--- config.mk ---
export PLATFORM = sky130hd
export DESIGN_NAME = gpio_link_ctrl
export DESIGN_NICKNAME = d
export VERILOG_FILES = /design/src/rtl/gpio_link_ctrl.sv
export SDC_FILE = /design/constraint.sdc
export NUM_CORES = 1
export LEC_CHECK = 0
export ABC_CLOCK_PERIOD_IN_PS = 4600
export BUFFER_PORTS_ARGS = -buffer_cell sky130_fd_sc_hd__buf_2
export CAP_MARGIN = 20
export CORE_MARGIN = 10
export CORE_UTILIZATION = 42
export CTS_CLUSTER_SIZE = 24
export DETAILED_ROUTE_END_ITERATION = 7
export PLACE_DENSITY = 0.64
export SLEW_MARGIN = 25
export SYNTH_ARGS = -nofsm -noshare
export SYNTH_HDL_FRONTEND = slang
export SYNTH_SLANG_ARGS = --single-unit
--- constraint.sdc ---
create_clock -name clk -period 4.6 [get_ports clk]
set_input_delay 0.69 -clock clk [delete_from_list [all_inputs] [get_ports clk]]
set_output_delay 0.69 -clock clk [all_outputs]
set_load 0.02 [all_outputs]
--- src/rtl/gpio_link_ctrl.sv ---
// Inter-board GPIO button link: 4-phase req/ack TX of local buttons, RX capture of peer buttons,
// and an ack-timeout supervisor that drives link_ok. RX latency is 3 clk edges from the peer req pin.
module gpio_link_ctrl #(
  parameter int SETUP_CYCLES   = 4,
  parameter int TIMEOUT_CYCLES = 1_000_000
) (
  input  logic       clk,
  input  logic       rst,
  input  logic       m_left,
  input  logic       m_right,
  output logic [1:0] gpio_tx_data,
  output logic       gpio_tx_req,
  input  logic       gpio_rx_ack,
  input  logic [1:0] gpio_rx_data,
  input  logic       gpio_rx_req,
  output logic       gpio_tx_ack,
  output logic       remote_left,
  output logic       remote_right,
  output logic       link_ok,
  output logic       tx_busy
);

  localparam int SW = $clog2(SETUP_CYCLES + 1);
  localparam int TW = $clog2(TIMEOUT_CYCLES + 1);
  localparam logic [SW-1:0] SETUP_LAST = SW'(SETUP_CYCLES - 1);
  localparam logic [TW-1:0] TO_LAST    = TW'(TIMEOUT_CYCLES - 1);

  typedef enum logic [2:0] {
    T_INIT,
    T_IDLE,
    T_SETUP,
    T_REQ,
    T_REL
  } tx_state_t;

  typedef enum logic {
    R_IDLE,
    R_ACK
  } rx_state_t;

  tx_state_t     tx_state;
  rx_state_t     rx_state;
  logic [1:0]    last_sent;
  logic [SW-1:0] setup_cnt;
  logic [TW-1:0] to_cnt;

  logic [1:0]    ack_sync;
  logic [1:0]    req_sync;
  logic [1:0]    data_meta;
  logic [1:0]    data_s;
  logic          ack_s;
  logic          req_s;
  logic [1:0]    btn;

  assign ack_s = ack_sync[1];
  assign req_s = req_sync[1];
  assign btn   = {m_right, m_left};

  // Peer signals are asynchronous; only the second-stage copies feed decisions.
  always_ff @(posedge clk or posedge rst) begin
    if (rst) begin
      ack_sync  <= 2'b00;
      req_sync  <= 2'b00;
      data_meta <= 2'b00;
      data_s    <= 2'b00;
    end else begin
      ack_sync  <= {ack_sync[0], gpio_rx_ack};
      req_sync  <= {req_sync[0], gpio_rx_req};
      data_meta <= gpio_rx_data;
      data_s    <= data_meta;
    end
  end

  always_ff @(posedge clk or posedge rst) begin
    if (rst) begin
      tx_state     <= T_INIT;
      gpio_tx_data <= 2'b00;
      gpio_tx_req  <= 1'b0;
      last_sent    <= 2'b00;
      setup_cnt    <= '0;
      to_cnt       <= '0;
      link_ok      <= 1'b0;
      tx_busy      <= 1'b0;
    end else begin
      case (tx_state)
        T_INIT: begin
          // Unconditional first transfer so both boards agree on state after reset.
          gpio_tx_data <= btn;
          setup_cnt    <= '0;
          tx_busy      <= 1'b1;
          tx_state     <= T_SETUP;
        end
        T_IDLE: begin
          if (btn != last_sent) begin
            gpio_tx_data <= btn;
            setup_cnt    <= '0;
            tx_busy      <= 1'b1;
            tx_state     <= T_SETUP;
          end
        end
        T_SETUP: begin
          if (setup_cnt == SETUP_LAST) begin
            gpio_tx_req <= 1'b1;
            to_cnt      <= '0;
            tx_state    <= T_REQ;
          end else begin
            setup_cnt <= setup_cnt + 1'b1;
          end
        end
        T_REQ: begin
          if (ack_s) begin
            gpio_tx_req <= 1'b0;
            to_cnt      <= '0;
            tx_state    <= T_REL;
          end else if (to_cnt == TO_LAST) begin
            link_ok <= 1'b0;
            to_cnt  <= '0;
          end else begin
            to_cnt <= to_cnt + 1'b1;
          end
        end
        T_REL: begin
          if (!ack_s) begin
            last_sent <= gpio_tx_data;
            link_ok   <= 1'b1;
            to_cnt    <= '0;
            tx_busy   <= 1'b0;
            tx_state  <= T_IDLE;
          end else if (to_cnt == TO_LAST) begin
            link_ok <= 1'b0;
            to_cnt  <= '0;
          end else begin
            to_cnt <= to_cnt + 1'b1;
          end
        end
        default: begin
          gpio_tx_req <= 1'b0;
          tx_busy     <= 1'b0;
          tx_state    <= T_INIT;
        end
      endcase
    end
  end

  // RX is independent of TX; a stuck peer req simply holds our ack high.
  always_ff @(posedge clk or posedge rst) begin
    if (rst) begin
      rx_state     <= R_IDLE;
      gpio_tx_ack  <= 1'b0;
      remote_left  <= 1'b0;
      remote_right <= 1'b0;
    end else begin
      case (rx_state)
        R_IDLE: begin
          if (req_s) begin
            remote_right <= data_s[1];
            remote_left  <= data_s[0];
            gpio_tx_ack  <= 1'b1;
            rx_state     <= R_ACK;
          end
        end
        R_ACK: begin
          if (!req_s) begin
            gpio_tx_ack <= 1'b0;
            rx_state    <= R_IDLE;
          end
        end
        default: begin
          gpio_tx_ack <= 1'b0;
          rx_state    <= R_IDLE;
        end
      endcase
    end
  end

endmodule

### Yosys cells after proc, flatten, opt, wreduce, memory -nomap -nowiden

Cells that the tools add are included.

| word-level totals | value |
|---|---|
| bits in latches | 0 |
| memories | 0 |
| register bits after elaboration | 45 |
| input bits | 8 |
| logic and storage cells | 83 |
| memory bits (writable) | 0 |
| bits in read-only memories | 0 |

| operators by class | value |
|---|---|
| magnitude comparators | 0 |
| add/sub/neg operators | 2 |
| reductions and logical operators | 17 |
| divide/modulo/power cells | 0 |
| shifts and indexed selects | 0 |
| multiply operators | 0 |
| bitwise logic cells | 4 |
| muxes and demuxes | 29 |
| equality and inequality tests | 15 |

Operators with widths:

| cell | number |
|---|---|
| 20-bit two-way mux | 4 |
| 20-bit one-hot mux with 3 select lines | 1 |
| 20-bit by 1-bit adder with 20-bit output, second input constant | 1 |
| 20-bit equality test, second input constant | 1 |
| 3-bit two-way mux | 6 |
| 2-bit inequality test, second input constant | 8 |
| 3-bit one-hot mux with 5 select lines | 1 |
| 2-bit AND reduction | 6 |
| 1-bit two-way mux | 10 |
| 3-bit by 2-bit equality test with 1-bit output, second input constant | 3 |
| 3-bit one-hot mux with 3 select lines | 1 |
| 3-bit AND reduction | 3 |
| 3-bit nonzero test | 2 |
| 1-bit NOT | 4 |
| 1-bit one-hot mux with 2 select lines | 2 |
| 1-bit one-hot mux with 4 select lines | 1 |
| 2-bit one-hot mux with 2 select lines | 1 |
| 4-bit AND reduction | 1 |
| 2-bit nonzero test | 2 |
| 3-bit by 1-bit adder with 3-bit output, second input constant | 1 |
| 3-bit by 1-bit equality test with 1-bit output, second input constant | 1 |
| 3-bit equality test, second input constant | 1 |
| 3-bit zero test | 1 |
| 1-bit one-hot mux with 3 select lines | 1 |
| 4 further kinds | 4 |

### Depth between registers and ports, before layout

Gate-level depths: netlist (run 1).

| depth | value |
|---|---|
| word-level depth | 4 |
| gate-level depth with buffers | 7 |
| gate-level depth less buffers | 7 |

### Worst setup path before layout (run 1)

No wires, ideal clock.

| path | value |
|---|---|
| path type | register to register |
| from | reg setup_cnt[0] |
| to | reg to_cnt[15] |
| setup time | 82 ps |
| required time | 4518 ps |
| arrival time | 1697 ps |
| cell stages (with the launch flop) | 8 |
| period minus slack after synthesis | 1779 ps |
| path buffers | 1 |
| setup slack | 2821 ps |
| path through | dfrtp_1 > ha_1 > ha_1 > or2_2 > a21oi_1 > buf_2 > a21oi_1 > o22ai_1 |

| on the way | value |
|---|---|
| longest elaborated chain between the ends | 3 |

Ends and longest elaborated chain:

| item | RTL line | source |
|---|---|---|
| start: declaration | 44 | `logic [SW-1:0] setup_cnt;` |
| start signal: assignment | 107 | `setup_cnt <= setup_cnt + 1'b1;` |
| 3-bit by 2-bit equality test with 1-bit output | 102 | `if (setup_cnt == SETUP_LAST) begin` |
| 2-bit inequality test (no line) | n/a |  |
| 2-bit AND reduction (no line) | n/a |  |
| end signal: assignment | 119 | `to_cnt <= to_cnt + 1'b1;` |
| end signal: assignment | 133 | `to_cnt <= to_cnt + 1'b1;` |
| end: declaration | 45 | `logic [TW-1:0] to_cnt;` |

Every way passes these cells.
A chain may end at the register's enable or synchronous reset.

### Worst setup path after layout (run 1)

| path | value |
|---|---|
| from | reg setup_cnt[0] |
| to | reg to_cnt[13] |

The elaborated chain is that of the path after synthesis.

==> results of run 1 <==
-- cell usage after synthesis, types with 4 or more instances --
master   count  area [um^2]
nand3_1      7        35.03
and3_1       4        25.02
nand2_1     29        108.9
o22ai_1      4        25.02
o21ai_0     13        65.06
a21oi_1     11        55.05
xor2_1       7        61.31
inv_1        9        33.78
ha_1         4        50.05
dfrtp_1     45         1126
o31ai_1      4        30.03
nor2_1       9        33.78
mux2_2       7        78.83
nand4_1      5        31.28
-- worst min path at each step --
| stage | from | end | slack (ps) | cells past startpoint |
|---|---|---|---|---|
| 2_1_floorplan | ack_sync[0] | ack_sync[1] | 330 | 0 |
| 3_3_place_gp | ack_sync[0] | ack_sync[1] | 330 | 0 |
| 3_5_place_dp | ack_sync[0] | ack_sync[1] | 330 | 0 |
| 4_1_cts | ack_sync[0] | ack_sync[1] | 360 | 0 |
| 5_1_grt | req_sync[0] | req_sync[1] | 370 | 0 |
| 6_report | ack_sync[0] | ack_sync[1] | 350 | 0 |
-- worst max-delay path, delay by kind of cell, from the launching register on --
family	cells	cell delay (ps)
AOI/OAI and AO/OA	2	710
adders and majority gates	2	400
DFF	1	400
and+or+nand+nor	2	520
-- power groups by stage --
| stage | sequential (mW) | clock [mW] | combinational, mW |
|---|---|---|---|
| 2_1_floorplan | 0.530 | 0 | 0.292 |
| 6_report | 0.525 | 0.359 | 0.379 |
| 4_1_cts | 0.525 | 0.370 | 0.380 |
| 3_5_place_dp | 0.532 | 0 | 0.379 |
| 3_3_place_gp | 0.531 | 0 | 0.374 |
| 5_1_grt | 0.537 | 0.383 | 0.430 |
-- registers in the layout, indices dropped and copies added (netlist names) --
register	count
link_ok	1
tx_state	3
data_s	2
to_cnt	20
gpio_tx_data	2
remote_left	1
setup_cnt	3
remote_right	1
ack_sync	2
tx_busy	1
data_meta	2
req_sync	2
gpio_tx_ack	1
rx_state	1
last_sent	2
gpio_tx_req	1
-- metal layers --
| layer | vias to the layer above | global-route usage, % |
|---|---|---|
| met5 | - | 0 |
| met4 | 0 | 3.856 |
| met3 | 7 | 2.689 |
| met2 | 22 | 14.65 |
| met1 | 742 | 13.61 |
| li1 | 787 | - |
-- layout make-up --
cell class	instances	area (um^2)	share of cell area, %
Timing Repair Buffer	15	75.07	3.079
Clock inverter	3	68.82	2.822
Sequential cell	45	1126	46.18
Inverter	9	35.03	1.437
Tap cell	70	87.58	3.592
Multi-Input combinational cell	148	977.2	40.07
Clock buffer	5	68.82	2.822
-- cell families after synthesis --
logic type | Yosys count
AO/OA/AOI/OAI | 50
XOR/XNOR | 8
AND/OR/NAND/NOR | 78
buffers and inverters | 15
adder cells (fa/ha/maj) | 4
multiplexers | 8
flip-flops | 45
==> results.json, run 1 <==
{
  "status": "finished clean",
  "max-slew-margin-rel_pct": 50.28,
  "drt_wl_total_mm": 4.038,
  "viasPerCell": 5.281,
  "netlist-cell-type-count": 48,
  "critical_path_peak_fanout": 14,
  "r2r_end": "to_cnt[13]",
  "final_common_cell": "dfrtp_1",
  "ff2ff_path_depth": 6,
  "hold_violations": 0,
  "pwr-share-clk_pct": 28.4,
  "fin_crit_ps": 2093,
  "post_cts_buffers": 0,
  "p_sw_share_pct": 34.45,
  "worst_pin_slew_ps": 744.9,
  "cp.required_ps": 4830,
  "slowest_stage": "a21oi_2",
  "wl_met3_um": 122,
  "cp_cell_sequence": "ha_1, ha_1, or2_2, a21oi_2, nor2_1, a21oi_1",
  "postRouteAntennaNets": 0,
  "total_power_mw": 1.264,
  "met2WireLength_mm": 1.741,
  "dr.max_layer_used": "met4",
  "place_ws_ps": 2154,
  "drive_above_1_share_pct": 18.22,
  "ctsResizeCount": 0,
  "gr-total-overflow": 0,
  "p_int_mw": 0.8286,
  "cts_buffer_depth": 2,
  "place_congestion": 0.8179,
  "hp-class": "reg -> reg",
  "synthFlopType": "dfrtp_1",
  "synthMuxAreaShare_pct": 4.092,
  "dr.pass1.iters": 4,
  "fin_cells": 295,
  "drcViolationCount": 0,
  "cts_root_buffer": "clkbuf_8",
  "cp-endpoint": "to_cnt[13]",
  "synth_edf_count": 0,
  "drt_iter0_drc": 178,
  "clock_skew_ps": 8.913,
  "startpoint": "setup_cnt[0]",
  "post_synth.cell_area_avg_um2": 10.44,
  "max_freq_mhz": 477.7,
  "cap_violations": 0,
  "met1_length_mm": 2.112,
  "rrSetupSlack_ps": 2510,
  "post-dp-hpwl_mm": 2.756,
  "worstSetupPathType": "reg -> reg",
  "num_antenna_cells": 0,
  "p_leak_nw": 1.077,
  "maxSlewViolCount": 0,
  "utilization_pct": 48.05,
  "setup_viol": 0,
  "finalCritPeriodShare_pct": 45.50,
  "yosys_warnings": 0,
  "p_comb_share_pct": 30.0,
  "design_area_um2": 2439,
  "grt_start_max_net_pins": 46,
  "worst_setup_path_start_kind": "flip-flop",
  "finalSetupTns_ps": 0,
  "placed_cells": 287,
  "async_flop_share_pct": 100.0,
  "slowest_delay_ps": 560,
  "synth_top_family_by_area": "simple AND/OR/NAND/NOR gates",
  "synth.cell_area_um2": 2171,
  "ir_worst_vdd_mv": 0.2713,
  "ys_seq_area_share_pct": 51.87,
  "setup_slack_ps": 2507,
  "postCtsHoldBufs": 0,
  "rsz0062_at_grt": "false",
  "num_vias": 1558,
  "initial_core_util_pct": 42.78,
  "final_nets": 236,
  "wl_per_cell_um": 13.69,
  "die-area_um2": 8445,
  "core_area_um2": 5075,
  "ys_ff_latch": 45,
  "clkSinkCount": 45,
  "io_buffers": 15,
  "synth_nets": 220,
  "fp-row-count": 26,
  "clock_latency_ps": 300,
  "antenna_found_initial": 0,
  "p_switching_mw": 0.4354,
  "synthAdderAreaFrac_pct": 2.305,
  "mostFrequentLayoutCells": "dfrtp_1, nand2_1, buf_2",
  "synth-xor-area-share_pct": 3.228,
  "critPathMostFrequentCell": "ha_1",
  "path_clk_slew_ps": 90,
  "track_usage_pct": 9.970,
  "power_density_nw_per_um2": 518.3,
  "cp-end-kind": "flip-flop",
  "die_h_um": 91.90,
  "io_pins": 16,
  "grt_pass1_wl_mm": 7.003,
  "worstReg2RegStart": "setup_cnt[0]",
  "cts-buffers-inserted": 5,
  "crit_arrival_ps": 2320,
  "p_seq_share_pct": 41.6,
  "post_dp_cell_area_um2": 2296,
  "synth_compound_area_share_pct": 15.91,
  "cts-htree-levels": 2,
  "yosys.area_share.simple_pct": 19.31,
  "fillers": 492,
  "cts_tree": "done",
  "grt_pass1_vias": 1479,
  "die_w_um": 91.90,
  "hold_slack_ps": 353.4,
  "syn_inst": 208,
  "synthToLayoutAreaGrowth_pct": 12.33
}
Power figures use the tool's default switching activity.
==> run 2, diff against run 1 <==
--- a/config.mk
+++ b/config.mk
@@ -5,14 +5,15 @@
 export SDC_FILE = /design/constraint.sdc
 export NUM_CORES = 1
 export LEC_CHECK = 0
-export ABC_CLOCK_PERIOD_IN_PS = 4600
+export ABC_AREA = 1
+export ABC_CLOCK_PERIOD_IN_PS = 1750
 export BUFFER_PORTS_ARGS = -buffer_cell sky130_fd_sc_hd__buf_2
 export CAP_MARGIN = 20
 export CORE_MARGIN = 10
 export CORE_UTILIZATION = 42
 export CTS_CLUSTER_SIZE = 24
 export DETAILED_ROUTE_END_ITERATION = 7
-export PLACE_DENSITY = 0.64
+export PLACE_DENSITY = 0.66
 export SLEW_MARGIN = 25
 export SYNTH_ARGS = -nofsm -noshare
 export SYNTH_HDL_FRONTEND = slang
==> constraint.sdc (replaced) <==
create_clock -name clk -period 1.75 [get_ports clk]
set_input_delay 0.2625 -clock clk [delete_from_list [all_inputs] [get_ports clk]]
set_output_delay 0.2625 -clock clk [all_outputs]
set_load 0.02 [all_outputs]
==> run 2 against run 1 <==
Core utilization up 0.45 points. Cell count increased by 24%. Synthesized area grew 2.1%. Highest routed layer unchanged.
==> results.json, run 2 <==
{
  "io_pins": 16,
  "hold_depth": 1,
  "ys_seq_area_share_pct": 50.79,
  "num_vias": 1757,
  "clock_skew_ps": 4.417,
  "die-area_um2": 8585,
  "drcViolationCount": 0,
  "num_antenna_cells": 0,
  "p_comb_share_pct": 34.6,
  "grt_start_max_net_pins": 46,
  "final_nets": 307,
  "slowest_delay_ps": 390,
  "min_delay_worst_endpoint": "req_sync[0]",
  "synth_top_area_share_pct": 50.79,
  "yosys-top-cells-count": "nand2_1, dfrtp_1, nor2_1",
  "die_h_um": 92.66,
  "placed_cells": 358,
  "ir_worst_vdd_mv": 0.7911,
  "fillers": 510,
  "total_power_mw": 2.992,
  "hold_violations": 0,
  "finalSetupTns_ps": 0,
  "post_cts_buffers": 0,
  "synth_nets": 283,
  "cp-end-kind": "flip-flop",
  "power_density_nw_per_um2": 1208,
  "max-slew-margin-rel_pct": 63.53,
  "worstReg2RegStart": "setup_cnt[0]",
  "cts-htree-levels": 2,
  "gr-total-overflow": 0,
  "postRouteAntennaNets": 0,
  "synth.most_common_cell": "nand2_1",
  "initial_core_util_pct": 43.41,
  "wl_per_cell_um": 11.40,
  "status": "finished clean",
  "track_usage_pct": 10.57,
  "p_int_mw": 1.827,
  "async_flop_share_pct": 100.0,
  "cts_buffer_depth": 2,
  "p_switching_mw": 1.164,
  "worst_setup_path_start_kind": "flip-flop",
  "yosys_warnings": 0,
  "synth_edf_count": 0,
  "largestRegisters": "to_cnt x20, setup_cnt x3, tx_state x3",
  "antenna_found_initial": 0,
  "drt_iter0_drc": 76,
  "slowest_stage": "dfrtp_1",
  "pwr-share-clk_pct": 20.7,
  "cts-buffers-inserted": 5,
  "final_common_cell": "nand2_1",
  "io_buffers": 15,
  "synthFlopType": "dfrtp_1",
  "hp-start": "gpio_rx_req",
  "netlist-cell-type-count": 24,
  "ys_ff_latch": 45,
  "hp-class": "in -> reg",
  "die_w_um": 92.66,
  "worst_pin_slew_ps": 547.1,
  "p_sw_share_pct": 38.92,
  "ff2ff_path_depth": 8,
  "viasPerCell": 4.801,
  "fin_cells": 366,
  "drt_wl_total_mm": 4.172,
  "dr.pass1.iters": 4,
  "max_freq_mhz": 624.1,
  "fp-row-count": 26,
  "p_leak_nw": 1.238,
  "place_congestion": 0.8753,
  "cp.required_ps": 1980,
  "crit_arrival_ps": 1840,
  "finalCritPeriodShare_pct": 91.56,
  "drive_above_1_share_pct": 14.19,
  "r2r_end": "to_cnt[8]",
  "postCtsHoldBufs": 0,
  "post_synth.cell_area_avg_um2": 8.181,
  "post-dp-hpwl_mm": 3.096,
  "yosysTopAreaCell": "dfrtp_1",
  "regMostFlops": "to_cnt",
  "core_area_um2": 5107,
  "path_clk_slew_ps": 80,
  "grt_pass1_wl_mm": 7.479,
  "largest_reg_flops": 20,
  "synth.cell_area_um2": 2217,
  "mostFrequentLayoutCells": "nand2_1, dfrtp_1, nor2_1",
  "cp_cell_sequence": "ha_1, ha_1, inv_1, nor2_1, nor2_4, nor2_2, xor2_1, nor2_1",
  "syn_inst": 271,
  "p_seq_share_pct": 44.7,
  "maxSlewViolCount": 0,
  "synth_area_leaders": "dfrtp_1, nand2_1, nor2_1",
  "cts_root_buffer": "clkbuf_8",
  "rrSetupSlack_ps": 150,
  "grt_pass1_vias": 1714,
  "cts_tree": "done",
  "fin_crit_ps": 1602,
  "worstSetupPathType": "reg -> reg",
  "clock_latency_ps": 300,
  "synthToLayoutAreaGrowth_pct": 11.74,
  "ctsResizeCount": 0,
  "critical_path_peak_fanout": 10,
  "rsz0062_at_grt": "false",
  "clkSinkCount": 45,
  "cap_violations": 0,
  "setup_viol": 0
}
[run 2: cell types whose count changed in the layout (fill, tap and decap cells not counted), moves of 5 or more]
cell	previous run	this run
nand2_1	29	67
nor2_1	9	41
inv_1	8	31
nand3_1	7	27
mux2_2	7	2
[run 2: layout make-up]
type / count / area, um^2 / area share [%]
Sequential cell: 45 / 1126 / 45.45
Multi-Input combinational cell: 190 / 948.4 / 38.28
Inverter: 35 / 131.4 / 5.303
Timing Repair Buffer: 18 / 97.59 / 3.939
Tap cell: 70 / 87.58 / 3.535
Clock buffer: 5 / 68.82 / 2.778
Clock inverter: 3 / 17.52 / 0.7071
[run 2: worst max path at each step]
stage,endpoint,slack (ps),startpoint,cells after the start
after floorplan,to_cnt[11],300,to_cnt[0],8
after global placement,to_cnt[16],180,setup_cnt[1],9
after detailed placement,to_cnt[14],150,setup_cnt[0],8
after CTS,to_cnt[16],140,setup_cnt[1],9
after global routing,to_cnt[16],3,setup_cnt[0],9
final,to_cnt[8],150,setup_cnt[0],8
[run 2: metrics by stage]
stage	hold WS (ps)	worst slack, ps	area, um^2	utilization (%)
floorplan	293.9	297.1	2217	-
detailed placement	336.3	151.6	2391	46.82
CTS	56.78	137.8	2477	48.51
global route	46.03	3.399	2477	48.51
global placement	333.3	178.2	2391	46.82
finish	68.26	147.6	2477	48.51
[run 2: per-layer routing]
layer	track usage, %	up-vias	share of wire, %
met3	3.228	16	4.7
met5	0	-	0
li1	-	895	-
met2	16.35	36	43
met4	5.398	0	2.9
met1	13.03	810	49
[run 2: power groups by stage]
stage / logic [mW] / registers, mW / clock network, mW
final: 1.03 / 1.34 / 0.620
after global routing: 1.19 / 1.36 / 0.699
after CTS: 1.05 / 1.33 / 0.649
after detailed placement: 1.05 / 1.36 / 0
after global placement: 1.04 / 1.35 / 0
after floorplan: 0.732 / 1.42 / 0
[run 2: logic make-up after synthesis]
group                      count (synthesis)  synth area share [%]
xor gates and xnor gates                  12                 4.741
buffers and inverters                     36                 6.434
AOI/OAI and AO/OA                         23                 5.643
DFF                                       45                 50.79
and+or+nand+nor                          149                 29.12
muxes                                      2                 1.016
adders and majority gates                  4                 2.257
[run 2: worst max-delay path: cells and delay by family (launching register included)]
family | cells | cell delay (ps)
buffers and inverters | 1 | 100
xor gates and xnor gates | 1 | 150
and+or+nand+nor | 4 | 510
DFF | 1 | 390
adders and majority gates | 2 | 400
